## config.mk

```make
export PLATFORM = sky130hd
export DESIGN_NAME = traffic_light_multi_flat
export DESIGN_NICKNAME = d
export VERILOG_FILES = /design/src/rtl/traffic_light_multi_if.sv /design/src/rtl/traffic_light_multi.sv /design/src/flat_wrapper.sv
export SDC_FILE = /design/constraint.sdc
export NUM_CORES = 1
export LEC_CHECK = 0
export ABC_AREA = 1
export CORE_MARGIN = 2
export CORE_UTILIZATION = 63
export DETAILED_ROUTE_END_ITERATION = 6
export PLACE_DENSITY_LB_ADDON = 0.2
export SYNTH_ARGS = -nofsm -noshare
export SYNTH_HDL_FRONTEND = slang
export SYNTH_SLANG_ARGS = --single-unit
```

## constraint.sdc

```tcl
create_clock -name clk -period 7.3 [get_ports clk]
set_input_delay 1.46 -clock clk [delete_from_list [all_inputs] [get_ports clk]]
set_output_delay 1.46 -clock clk [all_outputs]
set_load 0.02 [all_outputs]
```

## src/rtl/traffic_light_multi_if.sv

```systemverilog
// traffic_light_multi_if: operator/time-base requests in, lamp and status outputs back
interface traffic_light_multi_if #(
    parameter int NUM_PHASES = 2
);
    localparam int PW = $clog2(NUM_PHASES);
    logic                    tick;
    logic                    preset;
    logic                    preset_add;
    logic                    preferential;
    logic                    attention;
    logic                    force_red;
    logic [3*NUM_PHASES-1:0] leds;
    logic [PW-1:0]           active_phase;
    logic                    cycle_done;
    modport master (
        output tick, preset, preset_add, preferential, attention, force_red,
        input  leds, active_phase, cycle_done
    );
    modport slave (
        input  tick, preset, preset_add, preferential, attention, force_red,
        output leds, active_phase, cycle_done
    );
endinterface

```

## src/rtl/traffic_light_multi.sv

```systemverilog
// traffic_light_multi: round-robin multi-approach signal controller with clearance, flash and forced red
module traffic_light_multi #(
    parameter int NUM_PHASES  = 2,
    parameter int TIMER_W     = 8,
    parameter int GREEN_TIME  = 30,
    parameter int YELLOW_TIME = 3,
    parameter int ALLRED_TIME = 2,
    parameter int EXTRA_STEP  = 10,
    parameter int EXTRA_MAX   = 60
) (
    input logic                  clk,
    input logic                  rst,
    traffic_light_multi_if.slave bus
);
    localparam int PW = $clog2(NUM_PHASES);

    typedef enum logic [2:0] {
        S_INIT, S_PRESET, S_GREEN, S_YELLOW, S_ALLRED, S_FLASH, S_FORCED
    } state_t;

    state_t                  state, state_nx;
    logic [TIMER_W-1:0]      timer, extra, dwell, green_dwell;
    logic [TIMER_W:0]        green_sum, extra_sum;
    logic [PW-1:0]           phase, phase_inc;
    logic [3*NUM_PHASES-1:0] leds;
    logic                    flash, pend_force, pend_attn, add_q, cycle_done, expire;

    // green dwell widened by one bit so a large extension saturates instead of wrapping
    assign green_sum   = (TIMER_W+1)'(GREEN_TIME) + {1'b0, extra};
    assign green_dwell = green_sum[TIMER_W] ? '1 : green_sum[TIMER_W-1:0];
    assign extra_sum   = {1'b0, extra} + (TIMER_W+1)'(EXTRA_STEP);
    assign phase_inc   = (phase == PW'(NUM_PHASES-1)) ? '0 : phase + PW'(1);
    assign dwell       = state == S_GREEN  ? green_dwell :
                         state == S_YELLOW ? TIMER_W'(YELLOW_TIME) : TIMER_W'(ALLRED_TIME);
    assign expire      = bus.tick && timer == dwell - TIMER_W'(1);

    // next state; force_red outranks attention, and yellow is never cut short
    always_comb begin
        state_nx = state;
        case (state)
            S_INIT:   state_nx = bus.preset ? S_PRESET : S_GREEN;
            S_PRESET: state_nx = bus.preset ? S_PRESET : S_GREEN;
            S_GREEN:  state_nx = (bus.force_red || bus.attention || expire) ? S_YELLOW : S_GREEN;
            S_YELLOW: state_nx = !expire ? S_YELLOW :
                                 (pend_force || bus.force_red) ? S_FORCED :
                                 (pend_attn || bus.attention) ? S_FLASH : S_ALLRED;
            S_ALLRED: state_nx = bus.force_red ? S_FORCED : bus.attention ? S_FLASH :
                                 expire ? S_GREEN : S_ALLRED;
            S_FLASH:  state_nx = bus.force_red ? S_FORCED : bus.attention ? S_FLASH : S_ALLRED;
            S_FORCED: state_nx = bus.force_red ? S_FORCED : S_ALLRED;
            default:  state_nx = S_INIT;
        endcase
    end

    // state register, dwell timer, phase pointer, green extension and pending yellow exits
    always_ff @(posedge clk or negedge rst) begin
        if (!rst) begin
            state      <= S_INIT;
            timer      <= '0;
            extra      <= '0;
            phase      <= '0;
            flash      <= 1'b0;
            cycle_done <= 1'b0;
            pend_force <= 1'b0;
            pend_attn  <= 1'b0;
            add_q      <= 1'b0;
        end else begin
            state      <= state_nx;
            timer      <= (state_nx != state || state == S_FORCED) ? '0 : timer + TIMER_W'(bus.tick);
            add_q      <= bus.preset_add;
            pend_force <= state_nx == S_YELLOW && (pend_force || bus.force_red);
            pend_attn  <= state_nx == S_YELLOW && (pend_attn || bus.attention);
            flash      <= state_nx != S_FLASH ? 1'b0 : state != S_FLASH ? 1'b1 : flash ^ bus.tick;
            cycle_done <= state == S_ALLRED && state_nx == S_GREEN && phase_inc == '0;
            if (state == S_INIT || state == S_PRESET)
                phase <= '0;
            else if (state == S_ALLRED && state_nx == S_GREEN)
                phase <= phase_inc;
            if (state == S_INIT)
                extra <= bus.preferential ? TIMER_W'(EXTRA_STEP) : '0;
            else if (state == S_PRESET && bus.preset_add && !add_q)
                extra <= extra_sum > (TIMER_W+1)'(EXTRA_MAX) ? TIMER_W'(EXTRA_MAX) : extra_sum[TIMER_W-1:0];
        end
    end

    // Moore lamp decode: only the active approach leaves red, except flash where all blink yellow
    always_comb begin
        leds = '0;
        for (int p = 0; p < NUM_PHASES; p++)
            leds[3*p +: 3] = state == S_FLASH ? {1'b0, flash, 1'b0} :
                             (PW'(p) == phase && state == S_GREEN)  ? 3'b100 :
                             (PW'(p) == phase && state == S_YELLOW) ? 3'b010 : 3'b001;
    end

    assign bus.leds         = leds;
    assign bus.active_phase = phase;
    assign bus.cycle_done   = cycle_done;
endmodule

```

## src/flat_wrapper.sv

```systemverilog
// flat-port wrapper written by rule: the top's interface ports become plain ports
module traffic_light_multi_flat 
#(
    parameter int NUM_PHASES  = 2,
    parameter int TIMER_W     = 8,
    parameter int GREEN_TIME  = 30,
    parameter int YELLOW_TIME = 3,
    parameter int ALLRED_TIME = 2,
    parameter int EXTRA_STEP  = 10,
    parameter int EXTRA_MAX   = 60
)
  (clk, rst, bus_tick, bus_preset, bus_preset_add, bus_preferential, bus_attention, bus_force_red, bus_leds, bus_active_phase, bus_cycle_done);
  traffic_light_multi_if #(.NUM_PHASES(NUM_PHASES)) bus_i ();
  input logic clk;
  input logic rst;
  input wire logic [$bits(bus_i.tick)-1:0] bus_tick;
  input wire logic [$bits(bus_i.preset)-1:0] bus_preset;
  input wire logic [$bits(bus_i.preset_add)-1:0] bus_preset_add;
  input wire logic [$bits(bus_i.preferential)-1:0] bus_preferential;
  input wire logic [$bits(bus_i.attention)-1:0] bus_attention;
  input wire logic [$bits(bus_i.force_red)-1:0] bus_force_red;
  output wire logic [$bits(bus_i.leds)-1:0] bus_leds;
  output wire logic [$bits(bus_i.active_phase)-1:0] bus_active_phase;
  output wire logic [$bits(bus_i.cycle_done)-1:0] bus_cycle_done;
  assign bus_i.tick = bus_tick;
  assign bus_i.preset = bus_preset;
  assign bus_i.preset_add = bus_preset_add;
  assign bus_i.preferential = bus_preferential;
  assign bus_i.attention = bus_attention;
  assign bus_i.force_red = bus_force_red;
  assign bus_leds = bus_i.leds;
  assign bus_active_phase = bus_i.active_phase;
  assign bus_cycle_done = bus_i.cycle_done;
  traffic_light_multi #(.NUM_PHASES(NUM_PHASES), .TIMER_W(TIMER_W), .GREEN_TIME(GREEN_TIME), .YELLOW_TIME(YELLOW_TIME), .ALLRED_TIME(ALLRED_TIME), .EXTRA_STEP(EXTRA_STEP), .EXTRA_MAX(EXTRA_MAX)) u_core (.clk(clk), .rst(rst), .bus(bus_i));
endmodule
```

==> results of run 1 <==
## cell type report
type | count | area [sq um]
clock buffer | 3 | 22.5
clock inverter | 1 | 30.0
fill | 267 | 828
inverter | 45 | 173
multi-input combinational | 220 | 1190
sequential | 24 | 601
tap | 44 | 55.1
timing repair buffer | 15 | 150
## critical path: stages (launching register included)
cell and delay, ps:
sky130_fd_sc_hd__dfrtp_1 640, sky130_fd_sc_hd__clkinv_2 190, sky130_fd_sc_hd__nor3_1 370, sky130_fd_sc_hd__inv_1 130, sky130_fd_sc_hd__o22ai_1 150, sky130_fd_sc_hd__clkdlybuf4s50_1 630
## report_power, final
group / internal (mW) / total (mW) / switching (mW)
Clock: 0.0556 / 0.0980 / 0.0424
Combinational: 0.208 / 0.606 / 0.398
Sequential: 0.166 / 0.218 / 0.0520
Total: 0.430 / 0.922 / 0.492
## per-layer routing
layer / share of wire, % / track usage (%)
met1: 48 / 34.9
met2: 48 / 45.3
met3: 2.5 / 2.56
met4: 1.5 / 10.2
met5: 0 / 0
## stage by stage
step           cells  hold slack, ps
2_1_floorplan    293             462
3_3_place_gp     348             475
3_5_place_dp     348             489
4_1_cts          352             521
5_1_grt          352             575
6_report         352             520
## cell usage after synthesis
master and count:
sky130_fd_sc_hd__nand2_1 80, sky130_fd_sc_hd__inv_1 42, sky130_fd_sc_hd__nand3_1 28, sky130_fd_sc_hd__nor2_1 25
sky130_fd_sc_hd__dfrtp_1 24, sky130_fd_sc_hd__o21ai_0 15, sky130_fd_sc_hd__a21oi_1 11, sky130_fd_sc_hd__nor3_2 8
sky130_fd_sc_hd__ha_1 5, sky130_fd_sc_hd__nor2_2 5, sky130_fd_sc_hd__nor3_1 5, sky130_fd_sc_hd__nand2_2 4
sky130_fd_sc_hd__nand4_1 4, sky130_fd_sc_hd__xnor2_1 4, sky130_fd_sc_hd__xor2_1 4, sky130_fd_sc_hd__buf_6 3
sky130_fd_sc_hd__a211oi_1 2, sky130_fd_sc_hd__nand2_4 2, sky130_fd_sc_hd__nand3_2 2, sky130_fd_sc_hd__nand3_4 2
sky130_fd_sc_hd__nand3b_1 2, sky130_fd_sc_hd__o22ai_1 2, sky130_fd_sc_hd__or2_2 2, sky130_fd_sc_hd__a22oi_1 1
sky130_fd_sc_hd__and2_1 1, sky130_fd_sc_hd__buf_2 1, sky130_fd_sc_hd__clkinv_2 1, sky130_fd_sc_hd__inv_2 1
sky130_fd_sc_hd__inv_4 1, sky130_fd_sc_hd__nor2_4 1, sky130_fd_sc_hd__nor2_8 1, sky130_fd_sc_hd__o211ai_1 1
sky130_fd_sc_hd__o21ai_2 1, sky130_fd_sc_hd__o21bai_1 1, sky130_fd_sc_hd__o311ai_0 1
## cell families (layout without fill, tap and decap cells)
kind of cell	Yosys count	after routing	synth area share, %
AO/OA/AOI/OAI	35	35	9.86
XOR/XNOR	8	8	3.49
buffers and inverters	49	64	10.5
flip-flops	24	24	29.9
AND/OR/NAND/NOR	172	172	43.0
adder cells (fa/ha/maj)	5	5	3.12
## worst max-delay path by stage
stage,end,cells past startpoint
floorplan,bus_leds[0],5
global placement,bus_leds[1],5
detailed placement,bus_leds[1],5
CTS,bus_leds[1],5
global route,bus_leds[1],5
finish,bus_leds[1],5
## state kept, by name, summed over array words and instances, names as in the netlist
name,cells
u_core.flash,1
u_core.timer,8
u_core.extra,7
u_core.add_q,1
u_core.bus.cycle_done,1
u_core.pend_attn,1
u_core.state,3
u_core.pend_force,1
u_core.bus.active_phase,1
==> impl.org, run 1 <==
** GRT
- The number of global-route vias before repair came to 1744.
- Overall routing resource usage :: 26.5%
- GRT overflow :: 0
- The first global-routing pass estimated 7.39 mm of wire.
- Entering global routing, the biggest net connects 25 pins.
- Initial antenna violation count :: 0

** Clock network
- Clock tree from TritonCTS :: done
- The longest clock path from root to sink contains 2 buffers.
- CTS Root Cell :: sky130_fd_sc_hd__clkbuf_4
- After clock tree synthesis, the repair step resized 0 gates.
- The clock net in this run drives a total of 24 sinks.
- Buffers added to address setup during post-CTS repair amount to 0.
- Clock-pin slew of the registers on the worst-case setup and hold paths :: 150 ps
- Number of buffers inserted during clock tree synthesis :: 3
- Clock Latency Late Sink :: 330 ps
- H-Tree Depth :: 1
- Hold Buf Count CTS :: 0

** Finish
- Final design area excluding fillers :: 2220 sq um
- Commonest cells after routing, fill and taps aside :: sky130_fd_sc_hd__nand2_1 (80), sky130_fd_sc_hd__inv_1 (42), sky130_fd_sc_hd__nand3_1 (28)
- Leaving out fill and tap cells, the most frequent cell in the layout is sky130_fd_sc_hd__nand2_1.
- The post-route netlist has 11.4% of its cells at a drive strength greater than 1.
- The repair_antennas step left the layout with diodes totalling 0.
- At the end of the flow the core is filled with cells to 72.9%.
- Final #Nets :: 322
- Area Growth Syn to Fin :: 10.9%

** Worst setup path
- At the worst endpoint, the required time is 5840 ps.
- FF-to-FF path depth :: 19
- Start of the worst register-to-register path :: u_core.state[1]
- Crit path capture type :: output port
- Along the worst path, the maximum fanout reaches 8.
- Tracing the worst setup path back leads to its startpoint at u_core.state[2].
- Kind of critical path :: flip-flop to output port
- Register-to-register setup slack :: 4200 ps
- Worst R2R End :: u_core.timer[4]
- Data on the critical path arrives at its endpoint at 2440 ps.
- Worst setup SP type :: flip-flop

** Synthesis
- Mean instance size in the synthesized netlist :: 6.85 sq um
- Synth Instances :: 293
- Netlist area before placement :: 2010 sq um
- The top cell type by area accounts for 29.9% of the synthesized area.
- After synthesis the netlist holds a flip-flop and latch count of 24.
- After synthesis, the cell types taking the most area are sky130_fd_sc_hd__dfrtp_1 (30%), sky130_fd_sc_hd__nand2_1 (15%), sky130_fd_sc_hd__inv_1 (7.9%).
- Largest area contributor in the netlist :: sky130_fd_sc_hd__dfrtp_1
- Net count after synthesis :: 306
- Number of warnings issued by yosys :: 0
- After synthesis, flip-flops and latches occupy 29.9% of the total area.
- In this run, distinct cell masters in the synthesized netlist total 35.

** Timing
- For the final routed database, the setup TNS stands at 0 ps.
- Setup violations remaining at the end of the flow were counted as 0.
- Setup repair after global routing missed its margin :: false
- The worst path uses 53.4% of the clock period.
- Count of final hold-check violations :: 0
- Fin Clk Skew :: 13.5 ps
- After layout, the worst setup slack is 3400 ps.
- Derived from the worst setup path, the maximum achievable clock frequency is 257 MHz.
- Time the worst path needs with I/O delays and setup :: 3900 ps
- Max Transition Viols Final :: 0
- Measured against its own limit, the worst slew margin works out to 27.5%.
- Worst-Margin Slew :: 1080 ps

** Power
- Final Total Pwr :: 0.922 mW
- Power Dens Cells :: 415 nW/um^2
- In this run the static leakage power is 1.07 nW.
- Across the VDD grid, the largest voltage drop is 0.328 mV.

** Placement
- OpenSTA, run right after detailed placement, puts the worst setup slack at 3790 ps.
- Last weighted congestion value of the routability-driven placer :: 0.948
- Number of I/O port buffers :: 15
- Hpwl dp :: 3.46 mm
- Once placement finished, the instance area stood at 2170 sq um.

** Routing
- Final wirelength :: 4.34 mm
- Detailed-route via count :: 1886
- The detailed router finished its first iteration with 129 violations.
- The detail route stage leaves a number of antenna-violating nets equal to 0.
- Routed wirelength normalized by instance count :: 12.3 um
- Drt via density :: 5.36
- First-pass iteration count of the detailed router :: 4
- After detailed routing, the number of remaining DRC violations is 0.

** Floorplan
- The initialized floorplan defines 20 standard-cell rows.
- Initial cell density of the core :: 65.7%
- Pin placement for this block handled 16 I/O pins.
- From bottom edge to top edge, the die measures 60.4 um.
- Die outline area :: 3650 sq um
- The die is 60.4 um wide.
- Core outline area :: 3050 sq um

** Hold path
- Startpoint of the worst hold path :: u_core.pend_force
- For hold timing, the worst endpoint is u_core.pend_force.
- Hold-critical path depth :: 2
- Worst min-delay path class :: flip-flop to flip-flop

** Flow run
- Max-cap violations in this run came to 0.

** Run status
- The flow ran to the end, and the final reports show no timing, DRC or antenna violations.
Note: power is estimated with default switching activity, not from simulation.
==> run 2, diff against run 1 <==
- CORE_UTILIZATION: 63 -> 53
- clock period: 7.3 -> 3.4 ns (I/O delays scaled with it)
==> run 2 against run 1 <==
Critical path depth increased by 14. First-iteration DRC count decreased by 36%. Via count up 0.69%. Total power up 110%. Count of clock-buffer cells in the layout unchanged. Core utilization is 12 points lower. Sequential power grew 120%. Setup slack worse by 3100 ps. Sequential cell count unchanged. Critical path type is now flip-flop to flip-flop. Critical endpoint is now u_core.timer[7]. Largest cell class unchanged. Highest routed layer unchanged.
==> impl.org, run 2 (synthesis results as in run 1) <==
** Clock network
- Num Clock Sinks :: 24
- CTS Root Cell :: sky130_fd_sc_hd__clkbuf_8
- Once the clock tree was built, the resizer swapped 0 gates to a different size.
- The clock reaches the later pin of the worst-skew pair after 260 ps.
- Maximum count of clock buffers along a single path :: 2
- In this run the number of H-tree levels came out at 1.
- After clock tree synthesis, the clock-pin slew on the worst setup and hold paths is 80 ps.
- Clock tree from TritonCTS :: done
- Buffers inserted during clock tree synthesis total 3.
- The number of hold buffers added after CTS was 0.
- Buffer count from post-CTS setup fixing :: 0

** Timing
- Post-route worst setup slack :: 351 ps
- Worst hold slack after final layout :: 502 ps
- Static timing analysis puts the maximum clock frequency at 328 MHz.
- The number of endpoints with negative hold slack in the final report came to 0.
- The worst path needs 3050 ps of the cycle, external delays included.
- Worst-Margin Slew :: 767 ps
- The final critical path takes up 89.7% of the cycle.
- Fin Clk Skew :: 2.38 ps
- Max Transition Viols Final :: 0
- Final number of setup-violating endpoints :: 0
- Setup repair after global routing missed its margin :: false
- Setup_tns :: 0 ps
- Tightest slew margin relative to the limit :: 48.2%

** Power
- Summed over all cells, the static leakage comes to 1.08 nW.
- Power Dens Cells :: 865 nW/um^2
- Maximum vdd drop :: 0.630 mV

** Worst setup path
- Kind of critical path :: flip-flop to flip-flop
- Worst setup SP type :: flip-flop
- STA classifies the critical path endpoint as a flip-flop.
- The most numerous cell type found on the critical path is sky130_fd_sc_hd__nand2_1.
- The largest individual stage delay along the critical path comes from the cell sky130_fd_sc_hd__dfrtp_1.
- Kind of cell with the highest combined delay on the critical path :: simple AND/OR/NAND/NOR gates
- Start of the worst register-to-register path :: u_core.state[0]
- Worst R2R End :: u_core.timer[7]
- Critical-path cell list :: inv_4, nand2_4, nor2_8, nand3_4, nand2_1, inv_1, ha_1, nand2_1, nand2_1, nor2_1, nand3_1, nor2_1, nand3_1, nor2_2, nand4_1, a21oi_1, nand2_1, nand2_2, nor3_2
- Register-to-register setup slack :: 350 ps
- For the worst setup path, the data arrival time is 3190 ps.
- The number of cells on the worst reg-to-reg path is 19.
- Worst endpoint required time :: 3550 ps
- In this run the worst path has a maximum fanout of 12.
- On the worst path, the slowest cell contributes a delay of 480 ps.
- Total buffers and inverters traversed by the critical path :: 2

** Placement
- Routability-driven placement finished with a final weighted congestion of 0.958.
- Hpwl dp :: 3.48 mm
- Buffers placed on the I/O ports in this run total 15.
- Worst setup timing slack at the placement stage :: 372 ps

** Finish
- Final #Nets :: 324
- Layout fillers :: 339
- Compared with the post-synthesis result, the final layout area differs by 11.4%.
- Number of inserted diodes :: 0
- In the layout the commonest cells are sky130_fd_sc_hd__nand2_1 (80), sky130_fd_sc_hd__inv_1 (42), sky130_fd_sc_hd__nand3_1 (28).
- Measured on the finished design, the core utilization comes to 61.0%.
- The post-route netlist has 11.7% of its cells at a drive strength greater than 1.
- The largest registers in the layout are u_core.timer (8), u_core.extra (7), u_core.state (3).
- The register with the most flip-flops in the layout has 8 of them.
- Counting flops per register, the top entry is u_core.timer.
- Registers take 601 sq um.
- Leaving out fill and tap cells, the most frequent cell in the layout is sky130_fd_sc_hd__nand2_1.
- Area occupied by multi-input gates :: 1190 sq um

** GRT
- The initial antenna violation count was 0.
- The first global-routing pass estimated 7.60 mm of wire.
- Maximum number of pins on one net before global-route repair :: 25
- GRT overflow :: 0
- The number of global-route vias before repair is 1747.
- Global routing used 22.6% of the available tracks.

** Hold path
- The worst hold path belongs to the class flip-flop to flip-flop.
- Startpoint of the worst hold path :: u_core.pend_force
- Hold-critical path depth :: 2
- The worst hold path terminates at u_core.pend_force.

** Floorplan
- The floorplan step set the die height to 65.5 um.
- Die outline area :: 4290 sq um
- Floorplan row count :: 22
- Measured along the x axis, the die boundary spans 65.5 um.
- In this run the standard cell core region covers 3660 sq um.
- Once the floorplan was initialized, standard cells occupied 54.8% of the core.
- Top-Level Pins :: 16

** Routing
- Starting DRC count in detailed routing :: 82
- Final wirelength :: 4.33 mm
- First-pass iteration count of the detailed router :: 4
- Routed wirelength normalized by instance count :: 12.1 um
- The routed layout has 1899 vias.
- Post-route ant nets :: 0
- For this run, design rule violations remaining after detail routing come to 0.
- Drt via density :: 5.32

** Flow run
- Max-cap violation count :: 0

** Run status
- The run finished with clean final reports.
-- run 2: cell type report --
class	count	area share, %
repair buffers	17	7.39
inverters	45	7.73
well taps	48	2.69
clock buffers	3	1.85
flip-flops and latches	24	26.9
multi-input cells	220	53.4
-- run 2: per-stage QoR --
step | total power, mW | std cells | instance area [sq um]
2_1_floorplan | 1.46 | 293 | 2010
3_3_place_gp | 1.76 | 354 | 2190
3_5_place_dp | 1.77 | 354 | 2190
4_1_cts | 1.94 | 357 | 2230
5_1_grt | 2.14 | 357 | 2230
6_report | 1.93 | 357 | 2230
-- run 2: worst reg2reg max path: stages, from the launching register on --
cell and delay, ps:
sky130_fd_sc_hd__dfrtp_1 480, sky130_fd_sc_hd__inv_4 140, sky130_fd_sc_hd__nand2_4 80, sky130_fd_sc_hd__nor2_8 170, sky130_fd_sc_hd__nand3_4 170, sky130_fd_sc_hd__nand2_1 120
sky130_fd_sc_hd__inv_1 50, sky130_fd_sc_hd__ha_1 310, sky130_fd_sc_hd__nand2_1 70, sky130_fd_sc_hd__nand2_1 40, sky130_fd_sc_hd__nor2_1 100, sky130_fd_sc_hd__nand3_1 80
sky130_fd_sc_hd__nor2_1 90, sky130_fd_sc_hd__nand3_1 100, sky130_fd_sc_hd__nor2_2 170, sky130_fd_sc_hd__nand4_1 110, sky130_fd_sc_hd__a21oi_1 250, sky130_fd_sc_hd__nand2_1 110
sky130_fd_sc_hd__nand2_2 220, sky130_fd_sc_hd__nor3_2 80
-- run 2: worst max-delay path by stage --
| stage | start | end | depth (start not counted) |
|---|---|---|---|
| finish | u_core.state[0] | u_core.timer[7] | 19 |
| global route | u_core.state[0] | u_core.timer[5] | 19 |
| CTS | u_core.state[0] | u_core.timer[7] | 19 |
| detailed placement | u_core.state[0] | u_core.timer[7] | 19 |
| global placement | u_core.state[0] | u_core.timer[2] | 19 |
| floorplan | u_core.state[0] | u_core.timer[2] | 20 |
-- run 2: layer usage --
metal  GRT usage [%]  wire, um
met5               0         0
met2            38.4      2080
met3            2.05        93
met4            7.81        71
met1            30.1      2080
-- run 2: report_power, final --
group          switching [mW]  total (mW)  leakage [nW]  internal, mW
logic                   0.849        1.30         0.740         0.449
clock network          0.0835       0.163        0.0216        0.0791
registers               0.112       0.470         0.316         0.358
total                    1.05        1.93          1.08         0.886
==> run 3, diff against run 2 <==
- CORE_ASPECT_RATIO: default -> 0.75
- CORE_UTILIZATION: 53 -> 50
==> run 3 against run 2 <==
First-iteration DRC count up 67%. Wire length increased by 5.5%. Sequential power barely moved. Count of clock-buffer cells in the layout stayed put. Clock skew rose by 3.1 ps. Cell count is 1.1% higher. Worst hold slack improved by 3.8 ps. Non-clock buffer count shrank 1. Largest cell class unchanged. Largest power group unchanged.
==> impl.org, run 3 (synthesis results as in run 1) <==
** Floorplan
- Die outline area :: 4540 sq um
- Top-Level Pins :: 16
- The region available for standard cell placement spans 3760 sq um.
- Initial cell density of the core :: 53.4%
- The initialized floorplan defines 19 standard-cell rows.
- Die W :: 77.1 um
- The die is 58.9 um tall.

** Worst setup path
- Crit path capture type :: flip-flop
- For the worst setup path, the data required time is 3550 ps.
- Maximum fanout along the worst path :: 12
- The critical path is of the flip-flop to flip-flop type.
- The worst setup path is launched from a flip-flop.
- STA puts the critical path data arrival time at 3280 ps.

** Routing
- Routed wirelength normalized by instance count :: 12.7 um
- The routed layout has 1870 vias.
- Final wirelength :: 4.57 mm
- The first routing iteration left 137 violations.
- Drt via density :: 5.18
- Post-route ant nets :: 0
- First-pass iteration count of the detailed router :: 4
- Remaining DRCs :: 0

** GRT
- Wire length of the first global-routing pass :: 7.69 mm
- Summed over all layers, the global routing overflow is 0.
- Initial antenna violation count :: 0
- Entering global routing, the biggest net connects 25 pins.
- Global routing used 21.5% of the available tracks across all layers.
- Via count of the first global-routing pass :: 1624

** Power
- Combinational logic is responsible for 64.4% of the overall power.
- IR analysis of the VDD net gives a maximum drop of 0.693 mV.
- The clock network is responsible for 12.4% of the overall power.
- Switching power share of the total :: 52.7%
- Internal power :: 0.961 mW
- Summed over all cells, the static leakage comes to 1.09 nW.
- The analysis attributes to net switching a power of 1.07 mW.
- Power Dens Cells :: 898 nW/um^2
- Registers are responsible for 23.1% of the overall power.

** Finish
- The register with the most flip-flops in the layout has 8 of them.
- The repair_antennas step left the layout with diodes totalling 0.
- Top reg by flops :: u_core.timer
- Largest regs :: u_core.timer (8), u_core.extra (7), u_core.state (3)
- Post-route core utilization :: 60.2%
- Fill cells in the final layout number 367.
- Commonest cells after routing, fill and taps aside :: sky130_fd_sc_hd__nand2_1 (80), sky130_fd_sc_hd__inv_1 (42), sky130_fd_sc_hd__nand3_1 (28)
- Cells with a size suffix above 1 make up 11.7% of the layout.
- Final #Nets :: 323
- Area Growth Syn to Fin :: 12.7%
- Leaving out fill and tap cells, the most frequent cell in the layout is sky130_fd_sc_hd__nand2_1.

** Clock network
- Post-CTS repair changed the size of 0 cells.
- In this run the number of H-tree levels came out at 1.
- Clock tree synthesis inserted a total of 3 buffers.
- Clock-pin slew of the registers on the worst-case setup and hold paths :: 90 ps
- The clock reaches the later pin of the worst-skew pair after 270 ps.
- The clock passes through at most 2 buffers.
- CTS Root Cell :: sky130_fd_sc_hd__clkbuf_8
- TritonCTS built the clock tree.
- Num Clock Sinks :: 24
- Hold Buf Count CTS :: 0
- The number of setup buffers added after CTS is 0.

** Placement
- Number of I/O port buffers :: 15
- The HPWL after detailed placement is 3.60 mm.
- Before CTS, the worst setup slack after placement is 336 ps.
- Last weighted congestion value of the routability-driven placer :: 0.982

** Timing
- Post-route fraction of the period consumed by the critical path :: 91.9%
- The worst path meets setup with 274 ps of slack.
- Setup repair after global routing left no endpoint under its margin.
- Tightest slew margin relative to the limit :: 44.1%
- The clock period could shrink to 3130 ps.
- Timing would allow up to 320 MHz.
- The max-slew violation count was 0.
- Count of final hold-check violations :: 0
- Final number of setup-violating endpoints :: 0
- Worst-Margin Slew :: 828 ps
- The clock arrives with 5.44 ps of skew.
- Setup_tns :: 0 ps

** Flow run
- Max-cap violation count :: 0

** Run status
- The run finished with clean final reports.

** Hold path
- Worst min-delay path class :: flip-flop to flip-flop
run 3: cell types whose count changed in the layout (fill, tap and decap cells not counted), sizes merged:
| cell | previous run | this run |
|---|---|---|
| buf | 2 | 1 |
| bufinv | 0 | 1 |
run 3: path summary, 6_finish.rpt:
kind | start | to | slack, ps | depth (start not counted)
setup / recovery | u_core.state[0] | u_core.timer[6] | 270 | 19
hold / removal | u_core.pend_force | u_core.pend_force | 510 | 2
setup reg to reg | u_core.state[0] | u_core.timer[6] | 270 | 19
hold reg to reg | u_core.pend_force | u_core.pend_force | 510 | 2
max in group asynchronous | rst | u_core.extra[6] | 2390 | 2
min in group asynchronous | rst | u_core.pend_attn | 760 | 2
run 3: power groups by stage:
stage | logic (mW) | clock network, mW | registers [mW]
after floorplan | 1.04 | 0 | 0.422
after global placement | 1.29 | 0 | 0.472
after detailed placement | 1.30 | 0 | 0.474
after CTS | 1.31 | 0.258 | 0.468
after global routing | 1.46 | 0.271 | 0.485
final | 1.31 | 0.253 | 0.470
run 3: final cells by class:
cell class | count | area (sq um) | share of cell area (%)
Inverter | 45 | 173 | 7.64
Clock buffer | 3 | 41.3 | 1.83
Timing Repair Buffer | 16 | 158 | 6.97
Clock inverter | 1 | 30.0 | 1.33
Multi-Input combinational cell | 220 | 1190 | 52.8
Sequential cell | 24 | 601 | 26.6
Tap cell | 52 | 65.1 | 2.88
run 3: layer usage:
metal / GRT usage (%) / vias to the layer above / part of all wire [%]
li1: - / 978 / -
met1: 31.7 / 834 / 48
met2: 35.0 / 54 / 45
met3: 2.91 / 4 / 6.0
met4: 2.55 / 0 / 0.39
met5: 0 / - / 0
run 3: per-stage QoR:
| step | hold slack, ps | instances | instance area [sq um] | power (mW) |
|---|---|---|---|---|
| floorplan | 384 | 293 | 2010 | 1.46 |
| global placement | 477 | 357 | 2190 | 1.76 |
| detailed placement | 487 | 357 | 2190 | 1.77 |
| CTS | 509 | 361 | 2260 | 2.03 |
| global route | 575 | 361 | 2260 | 2.22 |
| finish | 506 | 361 | 2260 | 2.03 |
run 3: worst max-delay path: stages (launching register included):
cell and delay (ps):
sky130_fd_sc_hd__dfrtp_1 490, sky130_fd_sc_hd__inv_4 140, sky130_fd_sc_hd__nand2_4 70, sky130_fd_sc_hd__nor2_8 180, sky130_fd_sc_hd__nand3_4 170, sky130_fd_sc_hd__nand2_1 110, sky130_fd_sc_hd__inv_1 50, sky130_fd_sc_hd__ha_1 310
sky130_fd_sc_hd__nand2_1 70, sky130_fd_sc_hd__nand2_1 40, sky130_fd_sc_hd__nor2_1 100, sky130_fd_sc_hd__nand3_1 80, sky130_fd_sc_hd__nor2_1 100, sky130_fd_sc_hd__nand3_1 100, sky130_fd_sc_hd__nor2_2 170, sky130_fd_sc_hd__nand4_1 120
sky130_fd_sc_hd__a21oi_1 250, sky130_fd_sc_hd__nand2_1 120, sky130_fd_sc_hd__nand2_2 220, sky130_fd_sc_hd__nor3_2 80
